### src/rtl/digitaler_filter_pkg.sv
// rtl/digitaler_filter_pkg.sv - shared widths, types and accumulator sizing for digitaler_filter
package digitaler_filter_pkg;
   localparam int DATA_W = 8;
   localparam int COEF_W = 8;

   typedef logic [DATA_W-1:0] sample_t;
   typedef logic [COEF_W-1:0] coef_t;

   // Full-precision sum of taps products: one 16-bit product plus headroom per doubling of taps.
   function automatic int acc_width(input int taps);
      return DATA_W + COEF_W + $clog2(taps);
   endfunction
endpackage

### src/rtl/digitaler_filter_mac.sv
// rtl/digitaler_filter_mac.sv - combinational multiply-accumulate, shift and saturate/wrap (DIGITALER_FILTER_SAT_EN)
module digitaler_filter_mac
   import digitaler_filter_pkg::*;
#(
   parameter int                      TAPS  = 4,
   parameter logic [TAPS*COEF_W-1:0]  COEF  = {TAPS{8'd64}},
   parameter int                      SHIFT = 8
) (
   input  sample_t                      x0,
   input  logic [(TAPS-1)*DATA_W-1:0]   hist,
   output sample_t                      y
);
   localparam int ACC_W = acc_width(TAPS);

   logic [ACC_W-1:0] acc;

   // hist byte k-1 holds x[n-k], weighted by coefficient slot k.
   always_comb begin
      acc = ACC_W'(COEF[COEF_W-1:0]) * ACC_W'(x0);
      for (int k = 1; k < TAPS; k++) begin
         acc = acc + ACC_W'(COEF[COEF_W*k +: COEF_W]) * ACC_W'(hist[DATA_W*(k-1) +: DATA_W]);
      end
   end

`ifdef DIGITALER_FILTER_SAT_EN
   assign y = ((acc >> SHIFT) > ACC_W'(255)) ? 8'hFF : sample_t'(acc >> SHIFT);
`else
   assign y = sample_t'(acc >> SHIFT);
`endif
endmodule

### src/rtl/digitaler_filter.sv
// rtl/digitaler_filter.sv - 8-bit unsigned FIR filter top: delay line and output register (DIGITALER_FILTER_SAT_EN)
module digitaler_filter
   import digitaler_filter_pkg::*;
#(
   parameter int                      TAPS  = 4,
   parameter logic [TAPS*COEF_W-1:0]  COEF  = {TAPS{8'd64}},
   parameter int                      SHIFT = 8
) (
   input  logic    clk,
   input  logic    rst_n,
   input  sample_t ui_in,
   output sample_t uo_out
);
   logic [(TAPS-1)*DATA_W-1:0] hist;
   sample_t                    y;

   digitaler_filter_mac #(
      .TAPS  (TAPS),
      .COEF  (COEF),
      .SHIFT (SHIFT)
   ) u_mac (
      .x0   (ui_in),
      .hist (hist),
      .y    (y)
   );

   // Byte 0 is d[1] (newest history sample); the line shifts toward higher bytes.
   always_ff @(posedge clk or negedge rst_n) begin
      if (!rst_n) begin
         hist   <= '0;
         uo_out <= '0;
      end else begin
         for (int k = TAPS - 1; k >= 2; k--) begin
            hist[DATA_W*(k-1) +: DATA_W] <= hist[DATA_W*(k-2) +: DATA_W];
         end
         hist[DATA_W-1:0] <= ui_in;
         uo_out           <= y;
      end
   end
endmodule

### config.mk
export PLATFORM = sky130hd
export DESIGN_NAME = digitaler_filter
export DESIGN_NICKNAME = d
export VERILOG_FILES = /design/src/rtl/digitaler_filter_pkg.sv /design/src/rtl/digitaler_filter_mac.sv /design/src/rtl/digitaler_filter.sv
export SDC_FILE = /design/constraint.sdc
export NUM_CORES = 1
export LEC_CHECK = 0
export ABC_AREA = 1
export CORE_AREA = 2 2 67 69
export DETAILED_ROUTE_END_ITERATION = 12
export DIE_AREA = 0 0 69 71
export GPL_ROUTABILITY_DRIVEN = 0
export HOLD_SLACK_MARGIN = 0.08
export PLACE_DENSITY = 0.61
export SLEW_MARGIN = 25
export SYNTH_ARGS = -nofsm -noshare
export SYNTH_HDL_FRONTEND = slang
export SYNTH_HIERARCHICAL = 1
export SYNTH_SLANG_ARGS = --single-unit
### constraint.sdc
create_clock -name clk -period 3.36 [get_ports clk]
set_input_delay 0.84 -clock clk [delete_from_list [all_inputs] [get_ports clk]]
set_output_delay 0.84 -clock clk [all_outputs]
set_load 0.01 [all_outputs]
Yosys cells after proc, flatten, opt, wreduce, memory -nomap -nowiden
Cells that the tools add are included.
{"block": "totals", "output_inout_bits": 8, "regBits": 32}
{"block": "op_classes", "addsub": 3}
{"operator": "$add 16x14->16", "n": 2}
{"operator": "$add 14x14->15", "n": 1}

Logic depth before layout (Yosys ltp)
Gate-level depths: netlist of the first run.
{"block": "depth", "ltp_word": 3, "mapped_depth": 13, "mapped_depth_nobuf": 13}

Modules after synthesis
The synthesis of the first run kept the hierarchy.
{"module": "digitaler_filter_mac", "area_per_inst_um2": 807.0, "instances": 1, "seq_area_each_um2": 0.0, "cells_per_inst": 116}
{"module": "digitaler_filter", "area_per_inst_um2": 800.8, "instances": 1, "seq_area_each_um2": 800.8, "cells_per_inst": 32}

Worst setup path after synthesis of the first run
Ideal clock, no wire load.
{"block": "synth_timing", "path_kind": "reg-to-reg", "start": "reg hist[1]", "end": "reg uo_out[7]", "stages_incl_launch_ff": 14, "path_buffers": 0, "arrival_ns": 2.294, "setup_slack_ns": 0.947, "cell_sequence": "dfrtp_1 > inv_1 > fa_1 > inv_1 > fa_1 > nand2_1 > nor2_4 > fa_1 > nand3_1 > nand2_1 > nand3_2 > nand2_1 > nand2_1 > nand2_1"}
{"block": "synth_between", "elab_chain_len": 3}
{"element": "start: declaration", "line": "digitaler_filter.sv:14", "text": "logic [(TAPS-1)*DATA_W-1:0] hist;"}
{"element": "start signal: indexed assignment", "line": "digitaler_filter.sv:34", "text": "hist[DATA_W*(k-1) +: DATA_W] <= hist[DATA_W*(k-2) +: DATA_W];"}
{"element": "start signal: indexed assignment", "line": "digitaler_filter.sv:36", "text": "hist[DATA_W-1:0] <= ui_in;"}
{"element": "$add 14x14->15", "line": "digitaler_filter_mac.sv:21", "text": "acc = acc + ACC_W'(COEF[COEF_W*k +: COEF_W]) * ACC_W'(hist[DATA_W*(k-1) +: DATA_W]);"}
{"element": "$add 16x14->16 (2 in a row)", "line": "digitaler_filter_mac.sv:21"}
{"element": "via y[7]", "line": "digitaler_filter.sv:15", "text": "sample_t y;"}
{"element": "end signal: assignment", "line": "digitaler_filter.sv:37", "text": "uo_out <= y;"}
{"element": "end: declaration", "line": "digitaler_filter.sv:12", "text": "output sample_t uo_out"}
The timed path passes the listed nets, and every way through them passes these cells.

Final worst setup path of the first run
{"block": "layout_timing", "start": "in ui_in[2]", "end": "reg uo_out[5]"}
{"block": "layout_between", "elab_chain_len": 3}
{"element": "start: declaration", "line": "digitaler_filter.sv:11", "text": "input sample_t ui_in,"}
{"element": "$add 14x14->15", "line": "digitaler_filter_mac.sv:21"}
{"element": "$add 16x14->16 (2 in a row)", "line": "digitaler_filter_mac.sv:21"}
{"element": "via y[5]", "line": "digitaler_filter.sv:15"}
The timed path passes the listed nets, and every way through them passes these cells.

==> flow_summary.ini, run 1 <==
[sta]
hold-worst-slack_ns = 0.375
final.setup.tns_ns = 0
setup_slack_ns = 0.630
setup_viol = 0
period_share_pct = 81.2
relSlewSlack_pct = 74.1
fin_worst_skew_ns = 0.00264
drv_slew = 0
max_clock_freq_ghz = 0.366
tightest_slew_ns = 0.388
hold_viol_final = 0
post-route-min-period_ns = 2.73
rsz0062_at_grt = false

[synth]
synthesis.area_sq_um = 1610
synth_top_area_share_pct = 49.8
synth.most_common_cell = inv_1
synth_common_cells = 54 x inv_1, 32 x dfrtp_1, 22 x nand2_1
ys.flop_type = dfrtp_1
yosysUniqueCellTypes = 14
synthArstFlopShare_pct = 100
synth_edf_count = 0
synth_cells = 148
synthesis.nets = 181
synth-seq-cells = 32
synth_seq_area_share_pct = 49.8
syn_avg_cell_area_sq_um = 10.9
yosys-top-cells-area = dfrtp_1 50%, fa_1 20%, inv_1 13%, ha_1 5.4%, nand2_1 5.1%
yosysTopAreaCell = dfrtp_1
yosys_warnings = 6

[route]
drc_errors = 0
wirelength_um = 2120
viasPerCell = 4.14
via_count = 935
wl_per_cell_um = 9.36
drtPass1Iterations = 4
drt_iter0_drc = 27
ant_nets = 0

[power]
power_density_nw_per_um2 = 605
p_leak_nw = 1.07
p_int_uw = 818
pwr-share-seq_pct = 39.8
power.share.switching_pct = 30.3
netSwitchingPower_uw = 356
combPwrFrac_pct = 35.4
peakVddDrop_mv = 0.241
p_clk_share_pct = 24.8

[global_routing]
grt_pass1_wl_um = 4240
grt_antenna_before_repair = 0
grt_util_all_layers_pct = 11.1
overflow = 0
grt_pass1_vias = 1068
grt_start_max_net_pins = 33

[setup_path]
cp_top_family = adder cells
crit_required_ns = 3.53
path_cells = clkdlybuf4s50_1, inv_1, fa_1, inv_1, fa_1, nand3_1, nand2_1, nand3_2, nand2_1, nand2_1, nand2_1
path_common_cell = nand2_1
crit_slowest_cell = fa_1
startpoint_type = input port
cp.arrival_ns = 2.90
crit_fanout = 2
max_stage_delay_ns = 0.53
path_class = input port to flop
crit_buf_inv = 3
cp-end-kind = flop

[die]
fp.dieH_um = 71
top_level_ports = 18
die_area_sq_um = 4900
start_util_pct = 38.2
coreArea_sq_um = 4200
fp-row-count = 24
dieWidth_um = 69

[clocking]
post_cts_buffers = 0
path_clk_slew_ns = 0.06
cts_root_buf = clkbuf_8
cts.sinks = 32
cts_buffers = 5
cts_resized = 0
worstSkewPairLatency_ns = 0.27
ctsHtreeMaxLevel = 2
cts_tree = done
cts_hold_buf = 0
cts.path.max_buffers = 2

[layout]
synthToLayoutAreaGrowth_pct = 20.7
num_antenna_cells = 0
stdcell_count = 226
final_util_pct = 46.2
drive_gt1_share_pct = 6.32
nets = 206

[placed_design]
port-buffer-count = 17
place_ws_ns = 0.340
dp_hpwl_um = 1710
dp_cells = 218

[run]
maxCapViolations = 0

[worst_hold_path]
hold_path_class = flop to flop

[run_status]
outcome = finished clean
-- cells in the final DEF (no fill, tap or decap) --
cell type and instances:
clkbuf_1 2, a21oi_2 1, inv_1 54, a21o_1 1
clkdlybuf4s50_1 17, ha_1 7, xor2_1 3, nand3_2 1
fa_1 16, nand3_1 4, nand2_1 22, nor2_1 1
nand2_2 1, dfrtp_1 32, clkbuf_8 6, buf_4 1
a21oi_1 4, nor2_4 1
-- cells by family (layout without fill, tap and decap cells) --
group	after synthesis	in the layout	share of synthesized area, %
buffers and inverters	54	80	12.6
AO/OA/AOI/OAI	6	6	2.26
XOR/XNOR	3	3	1.63
adder cells (fa/ha/maj)	23	23	25.4
AND/OR/NAND/NOR	30	30	8.33
flip-flops	32	32	49.8
-- power by group through the flow --
stage	registers, mW	clock network, mW	logic (mW)
final	0.467	0.291	0.415
after global routing	0.476	0.325	0.482
after global placement	0.475	0	0.420
after floorplan	0.498	0	0.240
after CTS	0.468	0.305	0.426
after detailed placement	0.475	0	0.424
-- per-layer routing --
metal | wire (um) | track usage, % | vias up
met3 | 116 | 3.70 | 5
met4 | 38 | 6.54 | 0
met1 | 877 | 12.2 | 449
li1 | - | - | 461
met5 | 0 | 0 | -
met2 | 1080 | 18.7 | 20
-- flip-flops by register name, summed over array words and instances (netlist names) --
register and count:
hist 24, uo_out 8
-- final cells by class --
cell class,instances,area (sq um)
repair buffers,18,178
fillers,399,2260
multi-input cells,62,604
clock buffers,8,90.1
well taps,52,65.1
flip-flops and latches,32,801
inverters,54,203
-- through the flow --
step                cell area, sq um  total power, mW
floorplan                       1610            0.738
global placement                1850            0.895
detailed placement              1850            0.899
CTS                             1940             1.20
global route                    1940             1.28
finish                          1940             1.17
-- worst paths after layout --
kind	start	end	slack, ns	cells after the start
max	ui_in[2]	uo_out[5]	0.63	11
min	hist[13]	hist[21]	0.37	0
max reg2reg	hist[1]	uo_out[5]	0.81	13
min reg2reg	hist[13]	hist[21]	0.37	0
max in group asynchronous	rst_n	hist[15]	2.11	2
min in group asynchronous	rst_n	hist[17]	0.97	2
Power figures use the tool's default switching activity.
==> inputs of run 2 (changes only) <==
--- a/config.mk
+++ b/config.mk
@@ -11,7 +11,7 @@
 export DIE_AREA = 0 0 69 71
 export GPL_ROUTABILITY_DRIVEN = 0
 export HOLD_SLACK_MARGIN = 0.08
-export PLACE_DENSITY = 0.61
+export PLACE_DENSITY = 0.64
 export SLEW_MARGIN = 25
 export SYNTH_ARGS = -nofsm -noshare
 export SYNTH_HDL_FRONTEND = slang
==> constraint.sdc (replaced) <==
create_clock -name clk -period 2.25 [get_ports clk]
set_input_delay 0.5625 -clock clk [delete_from_list [all_inputs] [get_ports clk]]
set_output_delay 0.5625 -clock clk [all_outputs]
set_load 0.01 [all_outputs]
==> flow_summary.ini, run 2 (synthesis gave the netlist of run 1 again) <==
[layout]
largest_reg_flops = 24
layout_common_cells = 39 x inv_1, 32 x dfrtp_1, 16 x clkdlybuf4s50_1, 15 x inv_2, 14 x fa_1
nets = 217
synthToLayoutAreaGrowth_pct = 34.9
final_util_pct = 51.6
final_common_cell = inv_1
largest_register = hist
num_antenna_cells = 0
n_fill_cell = 387
drive_gt1_share_pct = 32.6
top_regs = hist: 24 flops, uo_out: 8 flops

[power]
p_leak_nw = 1.12
peakVddDrop_mv = 0.489
total_power_mw = 2.05
power_density_nw_per_um2 = 943

[route]
wl_per_cell_um = 11.4
via_count = 995
drtPass1Iterations = 4
drt_iter0_drc = 30
viasPerCell = 4.22
wirelength_um = 2700
ant_nets = 0
drc_errors = 0

[setup_path]
rr_startpoint = hist[2]
cp.arrival_ns = 2.59
cp-end-kind = flop
startpoint_type = flop
worstSetupStartpoint = hist[2]
crit_fanout = 2
crit_required_ns = 2.41
path_class = flop to flop

[clocking]
cts.sinks = 32
worstSkewPairLatency_ns = 0.27
cts_buffers = 5
cts_hold_buf = 0
cts.path.max_buffers = 2
ctsHtreeMaxLevel = 2
cts_root_buf = clkbuf_8
cts_tree = done
path_clk_slew_ns = 0.06

[die]
coreArea_sq_um = 4200
fp.dieH_um = 71
top_level_ports = 18
fp-row-count = 24
dieWidth_um = 69
start_util_pct = 38.2
die_area_sq_um = 4900

[global_routing]
overflow = 0
grt_antenna_before_repair = 0
grt_start_max_net_pins = 33
grt_pass1_wl_um = 4970
grt_pass1_vias = 1187
grt_util_all_layers_pct = 13.0

[sta]
max_clock_freq_ghz = 0.413
period_share_pct = 108
fin_worst_skew_ns = 0.00502
post-route-min-period_ns = 2.42
relSlewSlack_pct = 73.3
drv_slew = 0
setup_slack_ns = -0.174
tightest_slew_ns = 0.401
rsz0062_at_grt = true
setup_viol = 6
hold_viol_final = 0

[placed_design]
place_ws_ns = -0.433
dp_hpwl_um = 2040
port-buffer-count = 17

[worst_hold_path]
hold_path_class = flop to flop
hp-start = hist[8]

[run_status]
outcome = finished, violations left
violations = setup timing

[run]
maxCapViolations = 0
run 2: timing repair:
| action | 4_1_cts | 5_1_grt |
|---|---|---|
| buffers inserted | 4 | 2 |
| pin swaps | 17 | 19 |
| endpoints found under the setup margin | 8 | 8 |
| resized for setup | 17 | 18 |
run 2: path summary, 6_finish.rpt:
kind                             end  slack [ns]  cells past startpoint
max                        uo_out[5]       -0.17                     11
min                         hist[16]        0.38                      0
max reg2reg                uo_out[5]       -0.17                     11
min reg2reg                 hist[16]        0.38                      0
max in group asynchronous  uo_out[3]        1.27                      2
min in group asynchronous   hist[18]        0.69                      2
run 2: per-layer routing:
| layer | share of wire, % | vias to the layer above | global-route usage (%) |
|---|---|---|---|
| li1 | - | 482 | - |
| met1 | 37 | 489 | 13.7 |
| met2 | 58 | 22 | 24.4 |
| met3 | 4.6 | 2 | 4.27 |
| met4 | 0.33 | 0 | 4.58 |
| met5 | 0 | - | 0 |
run 2: where the power goes:
group	total (mW)	switching (mW)	leakage, nW	internal (mW)
logic	0.889	0.429	0.696	0.460
registers	0.698	0.0286	0.374	0.669
clock network	0.459	0.187	0.0503	0.272
run 2: final cells by class:
cell class	count	area (sq um)	area share (%)
Sequential cell	32	801	36.9
Timing Repair Buffer	29	263	12.1
Tap cell	52	65.1	3.00
Inverter	54	203	9.34
Clock buffer	7	96.3	4.44
Multi-Input combinational cell	62	742	34.2
run 2: critical path, stage by stage (launching register included):
cell and delay (ns):
dfrtp_1 0.39, inv_2 0.06, fa_1 0.44, fa_1 0.57
inv_2 0.07, fa_2 0.39, nand3_2 0.08, nand2_2 0.06
nand3_2 0.08, nand2_2 0.05, nand2_1 0.06, nand2_1 0.05
run 2: metrics by stage:
stage | setup TNS [ns] | hold WS (ns) | area (sq um) | cells
after floorplan | -0.207 | 0.267 | 1670 | 148
after global placement | -2.21 | 0.361 | 1950 | 223
after detailed placement | -2.51 | 0.363 | 1950 | 223
after CTS | -0.724 | 0.376 | 2110 | 234
after global routing | -1.47 | 0.387 | 2170 | 236
final | -0.678 | 0.376 | 2170 | 236
